File: src/rtl/axi2apb_mux_wdt_if.sv
// axi2apb_mux_wdt_if: bridge-side and slave-side APB bundle for the mux.
// Modport slave is the mux view; modport master is the environment view.
interface axi2apb_mux_wdt_if #(
  parameter int NUM_SLAVES = 8,
  parameter int DATA_WIDTH = 32,
  parameter int SEL_WIDTH  = 4
);
  logic [SEL_WIDTH-1:0]             ctrl_addr_mux;
  logic                             ctrl_psel;
  logic                             ctrl_penable;
  logic [DATA_WIDTH-1:0]            ctrl_prdata;
  logic                             ctrl_pready;
  logic                             ctrl_pslverr;
  logic                             ctrl_timeout;
  logic [NUM_SLAVES-1:0]            slv_psel;
  logic [NUM_SLAVES-1:0]            slv_penable;
  logic [NUM_SLAVES-1:0]            slv_pready;
  logic [NUM_SLAVES-1:0]            slv_pslverr;
  logic [NUM_SLAVES*DATA_WIDTH-1:0] slv_prdata;

  modport slave (
    input  ctrl_addr_mux, ctrl_psel, ctrl_penable,
    input  slv_pready, slv_pslverr, slv_prdata,
    output ctrl_prdata, ctrl_pready, ctrl_pslverr, ctrl_timeout,
    output slv_psel, slv_penable
  );

  modport master (
    output ctrl_addr_mux, ctrl_psel, ctrl_penable,
    output slv_pready, slv_pslverr, slv_prdata,
    input  ctrl_prdata, ctrl_pready, ctrl_pslverr, ctrl_timeout,
    input  slv_psel, slv_penable
  );
endinterface

File: src/rtl/axi2apb_mux_wdt.sv
// axi2apb_mux_wdt: APB slave-select mux with phase tracker and watchdog.
// Define AXI2APB_MUX_WDT_ERRCNT_EN for saturating error/timeout counters.
module axi2apb_mux_wdt #(
  parameter int NUM_SLAVES     = 8,
  parameter int DATA_WIDTH     = 32,
  parameter int SEL_WIDTH      = 4,
  parameter int TIMEOUT_CYCLES = 255,
  parameter int TO_CNT_WIDTH   = 8
) (
  input  logic ACLK,
  input  logic ARESET,
`ifdef AXI2APB_MUX_WDT_ERRCNT_EN
  output logic [15:0] dec_err_cnt,
  output logic [15:0] timeout_cnt,
`endif
  axi2apb_mux_wdt_if.slave bus
);

  localparam bit CAN_DEC_ERR = (NUM_SLAVES < (1 << SEL_WIDTH));
  localparam logic [SEL_WIDTH:0] NS_LIM = (SEL_WIDTH+1)'(NUM_SLAVES);
  localparam logic [TO_CNT_WIDTH-1:0] TO_LIM = TO_CNT_WIDTH'(TIMEOUT_CYCLES);
  localparam bit WDT_ON = (TIMEOUT_CYCLES != 0);

  typedef enum logic [1:0] {IDLE, ACCESS, ABORTED} state_t;

  state_t                  state, state_n;
  logic [SEL_WIDTH-1:0]    sel_q;
  logic                    dec_err_q;
  logic [TO_CNT_WIDTH-1:0] to_cnt, to_cnt_n;
  logic                    capture;
  logic                    dec_err_in;
  logic                    setup, enable;
  logic [NUM_SLAVES-1:0]   hot_in, hot_q;
  logic                    s_ready, s_err;
  logic [DATA_WIDTH-1:0]   s_data;

  assign setup  = bus.ctrl_psel & ~bus.ctrl_penable;
  assign enable = bus.ctrl_psel & bus.ctrl_penable;
  assign dec_err_in = CAN_DEC_ERR &&
                      ({1'b0, bus.ctrl_addr_mux} >= NS_LIM);

  // Decode incoming and latched slave index; mux latched slave's response.
  always_comb begin
    hot_in  = '0;
    hot_q   = '0;
    s_ready = 1'b0;
    s_err   = 1'b0;
    s_data  = '0;
    for (int i = 0; i < NUM_SLAVES; i++) begin
      hot_in[i] = (bus.ctrl_addr_mux == SEL_WIDTH'(i));
      hot_q[i]  = (sel_q == SEL_WIDTH'(i));
      if (hot_q[i]) begin
        s_ready = bus.slv_pready[i];
        s_err   = bus.slv_pslverr[i];
        s_data  = bus.slv_prdata[i*DATA_WIDTH +: DATA_WIDTH];
      end
    end
  end

  // Phase tracker next-state, watchdog and all bus outputs.
  always_comb begin
    state_n          = state;
    to_cnt_n         = to_cnt;
    capture          = 1'b0;
    bus.slv_psel     = '0;
    bus.slv_penable  = '0;
    bus.ctrl_pready  = 1'b0;
    bus.ctrl_pslverr = 1'b0;
    bus.ctrl_prdata  = '0;
    bus.ctrl_timeout = 1'b0;
    if (!ARESET) begin
      unique case (state)
        IDLE: begin
          if (setup) begin
            capture      = 1'b1;
            bus.slv_psel = hot_in;
            state_n      = ACCESS;
          end else if (enable) begin
            bus.ctrl_pready  = 1'b1;
            bus.ctrl_pslverr = 1'b1;
          end
        end
        ACCESS: begin
          if (!bus.ctrl_psel) begin
            state_n  = IDLE;
            to_cnt_n = '0;
          end else if (dec_err_q) begin
            if (bus.ctrl_penable) begin
              bus.ctrl_pready  = 1'b1;
              bus.ctrl_pslverr = 1'b1;
              state_n          = IDLE;
              to_cnt_n         = '0;
            end
          end else begin
            bus.slv_psel    = hot_q;
            bus.slv_penable = hot_q & {NUM_SLAVES{bus.ctrl_penable}};
            if (bus.ctrl_penable) begin
              if (s_ready) begin
                bus.ctrl_pready  = 1'b1;
                bus.ctrl_pslverr = s_err;
                bus.ctrl_prdata  = s_data;
                state_n          = IDLE;
                to_cnt_n         = '0;
              end else if (WDT_ON && to_cnt == TO_LIM) begin
                bus.ctrl_pready  = 1'b1;
                bus.ctrl_pslverr = 1'b1;
                bus.ctrl_timeout = 1'b1;
                state_n          = ABORTED;
                to_cnt_n         = '0;
              end else begin
                to_cnt_n = to_cnt + TO_CNT_WIDTH'(1);
              end
            end
          end
        end
        ABORTED: state_n = IDLE;
        default: state_n = IDLE;
      endcase
    end
  end

  // State, watchdog counter and setup-cycle capture of the slave index.
  always_ff @(posedge ACLK or posedge ARESET) begin
    if (ARESET) begin
      state     <= IDLE;
      to_cnt    <= '0;
      sel_q     <= '0;
      dec_err_q <= 1'b0;
    end else begin
      state  <= state_n;
      to_cnt <= to_cnt_n;
      if (capture) begin
        sel_q     <= bus.ctrl_addr_mux;
        dec_err_q <= dec_err_in;
      end
    end
  end

`ifdef AXI2APB_MUX_WDT_ERRCNT_EN
  logic dec_evt;
  assign dec_evt = bus.ctrl_pready & bus.ctrl_pslverr & ~bus.ctrl_timeout &
                   ((state == IDLE) | dec_err_q);

  // Saturating counts of decode/protocol errors and watchdog aborts.
  always_ff @(posedge ACLK or posedge ARESET) begin
    if (ARESET) begin
      dec_err_cnt <= '0;
      timeout_cnt <= '0;
    end else begin
      if (dec_evt && dec_err_cnt != 16'hFFFF)
        dec_err_cnt <= dec_err_cnt + 16'd1;
      if (bus.ctrl_timeout && timeout_cnt != 16'hFFFF)
        timeout_cnt <= timeout_cnt + 16'd1;
    end
  end
`endif

endmodule
File: src/flat_wrapper.sv
// flat-port wrapper written by rule: the top's interface ports become plain ports
module axi2apb_mux_wdt_flat 
#(
  parameter int NUM_SLAVES     = 8,
  parameter int DATA_WIDTH     = 32,
  parameter int SEL_WIDTH      = 4,
  parameter int TIMEOUT_CYCLES = 255,
  parameter int TO_CNT_WIDTH   = 8
)
  (ACLK, ARESET, bus_ctrl_addr_mux, bus_ctrl_psel, bus_ctrl_penable, bus_slv_pready, bus_slv_pslverr, bus_slv_prdata, bus_ctrl_prdata, bus_ctrl_pready, bus_ctrl_pslverr, bus_ctrl_timeout, bus_slv_psel, bus_slv_penable);
  axi2apb_mux_wdt_if #(.NUM_SLAVES(NUM_SLAVES), .DATA_WIDTH(DATA_WIDTH), .SEL_WIDTH(SEL_WIDTH)) bus_i ();
  input  logic ACLK;
  input  logic ARESET;
  input wire logic [$bits(bus_i.ctrl_addr_mux)-1:0] bus_ctrl_addr_mux;
  input wire logic [$bits(bus_i.ctrl_psel)-1:0] bus_ctrl_psel;
  input wire logic [$bits(bus_i.ctrl_penable)-1:0] bus_ctrl_penable;
  input wire logic [$bits(bus_i.slv_pready)-1:0] bus_slv_pready;
  input wire logic [$bits(bus_i.slv_pslverr)-1:0] bus_slv_pslverr;
  input wire logic [$bits(bus_i.slv_prdata)-1:0] bus_slv_prdata;
  output wire logic [$bits(bus_i.ctrl_prdata)-1:0] bus_ctrl_prdata;
  output wire logic [$bits(bus_i.ctrl_pready)-1:0] bus_ctrl_pready;
  output wire logic [$bits(bus_i.ctrl_pslverr)-1:0] bus_ctrl_pslverr;
  output wire logic [$bits(bus_i.ctrl_timeout)-1:0] bus_ctrl_timeout;
  output wire logic [$bits(bus_i.slv_psel)-1:0] bus_slv_psel;
  output wire logic [$bits(bus_i.slv_penable)-1:0] bus_slv_penable;
  assign bus_i.ctrl_addr_mux = bus_ctrl_addr_mux;
  assign bus_i.ctrl_psel = bus_ctrl_psel;
  assign bus_i.ctrl_penable = bus_ctrl_penable;
  assign bus_i.slv_pready = bus_slv_pready;
  assign bus_i.slv_pslverr = bus_slv_pslverr;
  assign bus_i.slv_prdata = bus_slv_prdata;
  assign bus_ctrl_prdata = bus_i.ctrl_prdata;
  assign bus_ctrl_pready = bus_i.ctrl_pready;
  assign bus_ctrl_pslverr = bus_i.ctrl_pslverr;
  assign bus_ctrl_timeout = bus_i.ctrl_timeout;
  assign bus_slv_psel = bus_i.slv_psel;
  assign bus_slv_penable = bus_i.slv_penable;
  axi2apb_mux_wdt #(.NUM_SLAVES(NUM_SLAVES), .DATA_WIDTH(DATA_WIDTH), .SEL_WIDTH(SEL_WIDTH), .TIMEOUT_CYCLES(TIMEOUT_CYCLES), .TO_CNT_WIDTH(TO_CNT_WIDTH)) u_core (.ACLK(ACLK), .ARESET(ARESET), .bus(bus_i));
endmodule
File: config.mk
export PLATFORM = sky130hd
export DESIGN_NAME = axi2apb_mux_wdt_flat
export DESIGN_NICKNAME = d
export VERILOG_FILES = /design/src/rtl/axi2apb_mux_wdt_if.sv /design/src/rtl/axi2apb_mux_wdt.sv /design/src/flat_wrapper.sv
export SDC_FILE = /design/constraint.sdc
export NUM_CORES = 1
export LEC_CHECK = 0
export CORE_AREA = 2 2 129 131
export CTS_CLUSTER_DIAMETER = 50
export DETAILED_ROUTE_END_ITERATION = 8
export DIE_AREA = 0 0 131 133
export PLACE_DENSITY_LB_ADDON = 0.2
export SKIP_LAST_GASP = 1
export SYNTH_ARGS = -nofsm -noshare
export SYNTH_HDL_FRONTEND = slang
export SYNTH_SLANG_ARGS = --single-unit
File: constraint.sdc
create_clock -name ACLK -period 2.9 [get_ports ACLK]
set_input_delay 0.29 -clock ACLK [delete_from_list [all_inputs] [get_ports ACLK]]
set_output_delay 0.29 -clock ACLK [all_outputs]
set_load 0.01 [all_outputs]
After elaboration in Yosys (flattened, before gate mapping)
Cells that the tools add are included.
Storage, ports and cells
  bits of input ports: 280
  flip-flop bits (word level): 15
  logic and storage cells: 114
  output and inout bits: 51
Operators by class
  multiplexer cells: 78
  bitwise logic cells: 5
  eq/ne operators: 20
  magnitude comparators: 1
  reduce and logical (&&, ||, !) cells: 5
  add/subtract/negate cells: 1
Operator list (count)
  two-way mux 32 bit: 14
  two-way mux 8 bit: 14
  two-way mux 1 bit: 39
  == test 4 x 3 -> 1 bit, second input constant: 8
  == test 4 x 2 -> 1 bit, second input constant: 4
  one-hot mux 8 bit (2 select lines): 1
  two-way mux 2 bit: 7
  adder 8 x 1 -> 8 bit, second input constant: 1
  bitwise AND 8 bit: 1
  == test 4 x 1 -> 1 bit, second input constant: 2
  == test 8 bit, second input constant: 1
  logical NOT 4 bit: 2
  != test 5 x 2 -> 1 bit, second input constant: 1
  greater-or-equal comparator 4 bit, second input constant: 1
  != test 2 x 1 -> 1 bit, second input constant: 2
  one-hot mux 1 bit (2 select lines): 2
  one-hot mux 2 bit (2 select lines): 1
  AND reduction 4 bit: 1
  != test 3 bit, second input constant: 1
  AND reduction 3 bit: 1
  bitwise AND 1 bit: 2
  == test 2 x 1 -> 1 bit, second input constant: 1
  logical NOT 2 bit: 1
  inverter 1 bit: 2

Logic depth before layout (Yosys ltp)
Gate-level depths: netlist of the first run.
  depth after elaboration: 15
  depth in mapped cells: 9

Worst setup path after synthesis of the first run
No wires, ideal clock.
  path kind: register -> output
  start: register u_core.sel_q[1]
  end: output port bus_ctrl_prdata[23]
  path buffers: 2
  data required time: 2.610 ns
  arrival time: 1.834 ns
  stages on the path, launching flop included: 9
  setup slack: 0.776 ns
  cell sequence: dfrtp_1 -> buf_2 -> or3b_1 -> a21oi_1 -> a31o_1 -> a32o_2 -> nand2_2 -> buf_6 -> nor4_2
Between the ends
  cells in the longest elaborated chain, start to end: 15
RTL lines
  start: declaration: RTL line axi2apb_mux_wdt.sv:27  | logic [SEL_WIDTH-1:0] sel_q;
  start signal: assignment: RTL line axi2apb_mux_wdt.sv:133  | sel_q <= bus.ctrl_addr_mux;
  logical NOT 4 bit: RTL line axi2apb_mux_wdt.sv:51  | hot_q[i] = (sel_q == SEL_WIDTH'(i));
  two-way mux 32 bit or two-way mux 1 bit (tied branches) (8 in a row): RTL line axi2apb_mux_wdt.sv:52  | if (hot_q[i]) begin
  two-way mux 32 bit *: RTL line axi2apb_mux_wdt.sv:98  | if (s_ready) begin
  two-way mux 32 bit *: RTL line axi2apb_mux_wdt.sv:97  | if (bus.ctrl_penable) begin
  two-way mux 32 bit *: RTL line axi2apb_mux_wdt.sv:87  | end else if (dec_err_q) begin
  two-way mux 32 bit *: RTL line axi2apb_mux_wdt.sv:84  | if (!bus.ctrl_psel) begin
  two-way mux 32 bit *: RTL line axi2apb_mux_wdt.sv:72  | unique case (state)
  two-way mux 32 bit *: RTL line axi2apb_mux_wdt.sv:71  | if (!ARESET) begin
  end: declaration: RTL line flat_wrapper.sv:20  | output wire logic [$bits(bus_i.ctrl_prdata)-1:0] bus_ctrl_prdata;
Every way passes the cells marked *; elsewhere a longest branch is shown, timed or not.

Worst setup path after layout of the first run
  start: register u_core.sel_q[0]
  end: output port bus_ctrl_prdata[30]
The elaborated chain is that of the path after synthesis.

==> flow_summary.toml, run 1 <==
[clock_tree]
cts-root-buf = "clkbuf_16"
numCtsBuffers = 3
cts_tree = "yes"
path_clk_slew_ns = 0.05
postCtsSetupBuffers = 0
clkSinkCount = 15
hold_buffers = 0
clockBufferDepth = 2
ctsHtreeMaxLevel = 1
clock_latency_ns = 0.25

[timing]
hold_viol = 0
finalSetupViolations = 0
rsz0062_at_grt = "yes"
slew_violations = 0
fin_crit_ns = 2.80
fin_crit_sh = 0.964
tightest_slew_ns = 0.596
fmax_ghz = 0.358
skew_ns = 0.00142
maxSlewHeadroom = 0.602

[flow_run]
maxCapViolCount = 0

[synth]
synth_area_leaders = "mux4_2, nor4_4, dfrtp_1"
syn-num-nets = 657
synthTopCellsByCount = "o22ai_1, nor2_1, mux4_2, clkbuf_1, nor4_4"
synth-seq-cells = 15
yosysWarnings = 0
synth.yosys.seq_area_share = 0.114
yosysUniqueCellTypes = 53
netlist.area_leader.share = 0.198
synth_top_area_cell = "mux4_2"
synthesis.area_um2 = 3300
async_reset_ff_frac = 1.00
syn_inst = 376
syn_avg_cell_area_um2 = 8.77
synth_edf_count = 0
yosysMostFrequentCell = "o22ai_1"
synth_flop_cell = "dfrtp_1"

[routing]
postRouteAntennaNets = 0
vias_per_cell = 4.95
firstDrtPassIters = 4
wl_per_cell_um = 20.7
drc_errors = 0
drt-total-wl_um = 19100
drt-initial-drc-count = 183
vias = 4561

[setup_path]
critical_path.startpoint_type = "flop"
arrival_ns = 2.51
worstPathRequired_ns = 2.61
path_class = "reg -> out"
worstSetupEndpointType = "output pin"
crit_path_max_fanout = 32

[placement]
routabilityCongestion = 0.908
dp_hpwl_um = 15500
postPlaceCellArea_um2 = 6940
port_buffers = 330

[outcome]
status = "completed"

[floorplanning]
die_x_um = 131
die_h_um = 133
die_area_um2 = 17400
core_um2 = 16200
core.rowCount = 47
start_util = 0.204
io_pins = 331

[grt]
grt_util_met3 = 0.0481
antenna_found_initial = 4
first_global_vias = 4587
grtUsageTotal = 0.202
grt.overflow.total = 0
grt_busiest_layer = "met2"
use_met2 = 0.366
met1_usage = 0.237
grt_first_pass_wirelength_um = 27000
grt_max_degree = 61

[power_and_ir_drop]
p_per_area_nw_per_um2 = 371
power_w = 0.00261
ir_worst_vdd_uv = 304
leakage_nw = 2.53

[final_layout]
fin_nets = 980
post-route-cell-area_um2 = 7030
n_fill_cell = 1592
area_delta_synth_final_pct = 113
multi_input_area_um2 = 2750
seqCellArea_um2 = 383
layout-drive-gt1-share = 0.149

[min_path]
holdCritPathClass = "reg -> reg"
[layout make-up]
class                   instances  area share
inverters                       4     0.00213
clock buffers                   3      0.0107
well taps                     220      0.0391
repair buffers                357       0.501
diodes                          3     0.00107
flip-flops and latches         15      0.0544
multi-input cells             318       0.391
clock inverters                 1    0.000711
[cell usage in the layout (no fill, tap or decap), drive strengths merged, types with 6 or more instances in the layout]
cell type	instances
nor4	29
mux2i	10
mux4	29
a22o	6
clkdlybuf4s50	295
dlygate4sd2	28
clkdlybuf4s15	7
dfrtp	15
buf	27
a21oi	12
nor2	58
o22ai	58
o21ai	7
o31ai	6
nand3	9
nor3	10
nand2	20
nor2b	7
nand2b	8
[worst max-delay path, cell delays in order (launching register included)]
cell and delay (ns):
dfrtp_4 0.48, or3b_1 0.40, a21oi_1 0.14, a31o_1 0.12
a32o_2 0.16, nand2_2 0.07, buf_12 0.19, nor4_4 0.34
clkdlybuf4s15_1 0.29
[worst paths after layout]
path / startpoint / end / slack (ns) / cells after the start
max: u_core.sel_q[0] / bus_ctrl_prdata[30] / 0.10 / 8
min: u_core.to_cnt[0] / u_core.to_cnt[0] / 0.52 / 1
max reg2reg: u_core.sel_q[0] / u_core.to_cnt[4] / 0.78 / 8
min reg2reg: u_core.to_cnt[0] / u_core.to_cnt[0] / 0.52 / 1
max in group asynchronous: ARESET / u_core.sel_q[0] / 1.83 / 3
min in group asynchronous: ARESET / u_core.to_cnt[5] / 0.63 / 3
[flip-flops by register name (all words and copies together) (netlist names)]
name	count
u_core.to_cnt	8
u_core.state	2
u_core.sel_q	4
u_core.dec_err_q	1
[per-stage QoR]
stage	setup slack, ns	setup TNS, ns	hold slack, ns	utilization	cells
final	0.103	0	0.524	0.435	921
after global routing	-0.00579	-0.0130	0.552	0.435	920
after CTS	0.0421	0	0.525	0.432	918
after detailed placement	0.0747	0	0.509	0.429	914
after global placement	0.0842	0	0.500	0.429	914
after floorplan	0.776	0	0.381	-	376
[cells by family after synthesis]
group,count (synthesis),synth area share
XOR/XNOR,2,0.00531
AO/OA/AOI/OAI,111,0.224
multiplexers,43,0.242
buffers and inverters,43,0.0630
AND/OR/NAND/NOR,161,0.348
adder cells (fa/ha/maj),1,0.00379
flip-flops,15,0.114
[repair_timing]
action | 4_1_cts | 5_1_grt
endpoints found under the hold margin | 0 | 0
cloned | 0 | 0
resized for setup | 37 | 13
endpoints found under the setup margin | 36 | 10
[layer usage]
metal | vias up | routed length, µm
met1 | 2144 | 7370
met2 | 227 | 9600
met4 | 0 | 408
met3 | 30 | 1700
met5 | - | 0
li1 | 2160 | -
[report_power, final]
part	switching [W]	internal, W
Combinational	0.00101	0.00102
Clock	0.0000886	0.000184
Sequential	0.0000529	0.000252
Total	0.00115	0.00146
(Power assumes the default switching activity.)
==> inputs of run 2 (changes only) <==
--- a/config.mk
+++ b/config.mk
@@ -14,3 +14,4 @@
 export SYNTH_ARGS = -nofsm -noshare
 export SYNTH_HDL_FRONTEND = slang
 export SYNTH_SLANG_ARGS = --single-unit
+export TNS_END_PERCENT = 50
==> flow_summary.toml, run 2 (synthesized netlist as in run 1, its figures left out) <==
[placement]
postPlaceCellArea_um2 = 6940
pre_cts_ws_ns = 0.0747
routabilityCongestion = 0.908
dp_hpwl_um = 15500
port_buffers = 330

[floorplanning]
die_h_um = 133
start_util = 0.204
die_x_um = 131
core_um2 = 16200
core.rowCount = 47
io_pins = 331
die_area_um2 = 17400

[grt]
grt.overflow.total = 0
grt_first_pass_wirelength_um = 27000
antenna_found_initial = 4
grt_max_degree = 61
first_global_vias = 4593
grtUsageTotal = 0.202

[setup_path]
rr_worst_depth = 8
arrival_ns = 2.70
critical_path.startpoint_type = "flop"
timing.rr.start = "u_core.sel_q[0]"
crit_path_max_fanout = 11
path_class = "reg -> out"
reg2reg_slack_ns = 0.76
worstPathRequired_ns = 2.61
r2r-end = "u_core.to_cnt[4]"
worstSetupEndpointType = "output pin"

[final_layout]
final_common_cell = "clkdlybuf4s50_1"
largest_register_ffs = 8
final_cell_mix = "clkdlybuf4s50_1, o22ai_1, nor2_1"
area_delta_synth_final_pct = 113
regMostFlops = "u_core.to_cnt"
reg.largest.list = "u_core.to_cnt: 8 flops, u_core.sel_q: 4 flops, u_core.state: 2 flops"
layout-drive-gt1-share = 0.142
utilization = 0.435
fin_nets = 980
post-route-cell-area_um2 = 7040

[clock_tree]
cts-root-buf = "clkbuf_16"
path_clk_slew_ns = 0.05
hold_buffers = 0
postCtsSetupBuffers = 0
ctsHtreeMaxLevel = 1
cts_tree = "yes"
clockBufferDepth = 2
clkSinkCount = 15
clock_latency_ns = 0.25
numCtsBuffers = 3

[timing]
rsz0062_at_grt = "yes"
fin_tns_setup_ns = -0.230
maxSlewHeadroom = 0.602
holdWs_ns = 0.523
skew_ns = 0.00267
fmax_ghz = 0.335
finalSetupViolations = 5
tightest_slew_ns = 0.596
fin_crit_ns = 2.99
timing.final.ws_setup_ns = -0.0893
fin_crit_sh = 1.03
slew_violations = 0
hold_viol = 0

[power_and_ir_drop]
p_per_area_nw_per_um2 = 367
leakage_nw = 2.71
ir_worst_vdd_uv = 299

[routing]
vias_per_cell = 4.93
drt-total-wl_um = 19100
wl_per_cell_um = 20.7
drc_errors = 0
firstDrtPassIters = 4
vias = 4539
postRouteAntennaNets = 0
drt-initial-drc-count = 183

[min_path]
worstHoldEndpoint = "u_core.to_cnt[0]"
min_path_cells = 1
holdCritPathClass = "reg -> reg"
min_from = "u_core.to_cnt[0]"

[flow_run]
maxCapViolCount = 0

[outcome]
status = "finished, violations left"
violations = "negative setup slack"
[run 2: cell types whose count changed in the layout (fill, tap and decap cells not counted), moves of 2 or more]
cell             before  now
dlymetal6s2s_1        0   13
dlygate4sd2_1        28   18
clkdlybuf4s15_1       7    0
clkdlybuf4s50_1     295  299
nor4_4               22   20
[run 2: per-layer routing]
metal,up-vias,global-route usage,wire (µm)
met5,-,0,0
met4,0,0.0496,403
met3,29,0.0481,1700
met2,222,0.366,9730
met1,2130,0.237,7250
li1,2158,-,-
[run 2: how the worst max path moves through the flow]
stage,start,endpoint,slack [ns],cells past startpoint
CTS,u_core.sel_q[3],bus_slv_psel[7],-0.14,7
global placement,bus_ctrl_penable,bus_slv_psel[0],0.08,6
global route,u_core.sel_q[3],bus_slv_psel[7],-0.22,7
detailed placement,u_core.sel_q[0],bus_ctrl_prdata[30],0.07,8
finish,u_core.sel_q[3],bus_slv_psel[7],-0.09,7
floorplan,u_core.sel_q[1],bus_ctrl_prdata[23],0.78,8
[run 2: metrics by stage]
stage / std cells / total power (W)
2_1_floorplan: 376 / 0.00152
3_3_place_gp: 914 / 0.00232
3_5_place_dp: 914 / 0.00233
4_1_cts: 918 / 0.00261
5_1_grt: 920 / 0.00276
6_report: 921 / 0.00258
[run 2: worst max-delay path, stage by stage (launching register included)]
cell	delay, ns
dfrtp_1	0.52
nor2b_1	0.32
buf_4	0.21
nand3_1	0.12
buf_4	0.22
or3_1	0.32
a21oi_1	0.17
clkdlybuf4s50_1	0.57
[run 2: where the power goes]
group / total, W / internal, W / switching [W] / leakage (nW)
Combinational: 0.00201 / 0.00102 / 0.000993 / 2.48
Clock: 0.000273 / 0.000184 / 0.0000884 / 0.0409
Sequential: 0.000300 / 0.000250 / 0.0000495 / 0.195
[run 2: repair_timing]
| item | 4_1_cts | 5_1_grt |
|---|---|---|
| cloned | 0 | 0 |
| resized for setup | 18 | 13 |
| pin swaps | 0 | 0 |
| setup endpoints to repair | 36 | 27 |
[run 2: final cells by class]
cell class / count / area (µm²)
antenna: 3 / 7.51
clock buffer: 3 / 75.1
clock inverter: 1 / 5.00
fill: 1591 / 9130
inverter: 4 / 15.0
multi-input combinational: 318 / 2720
sequential: 15 / 382
tap: 220 / 275
timing repair buffer: 357 / 3570
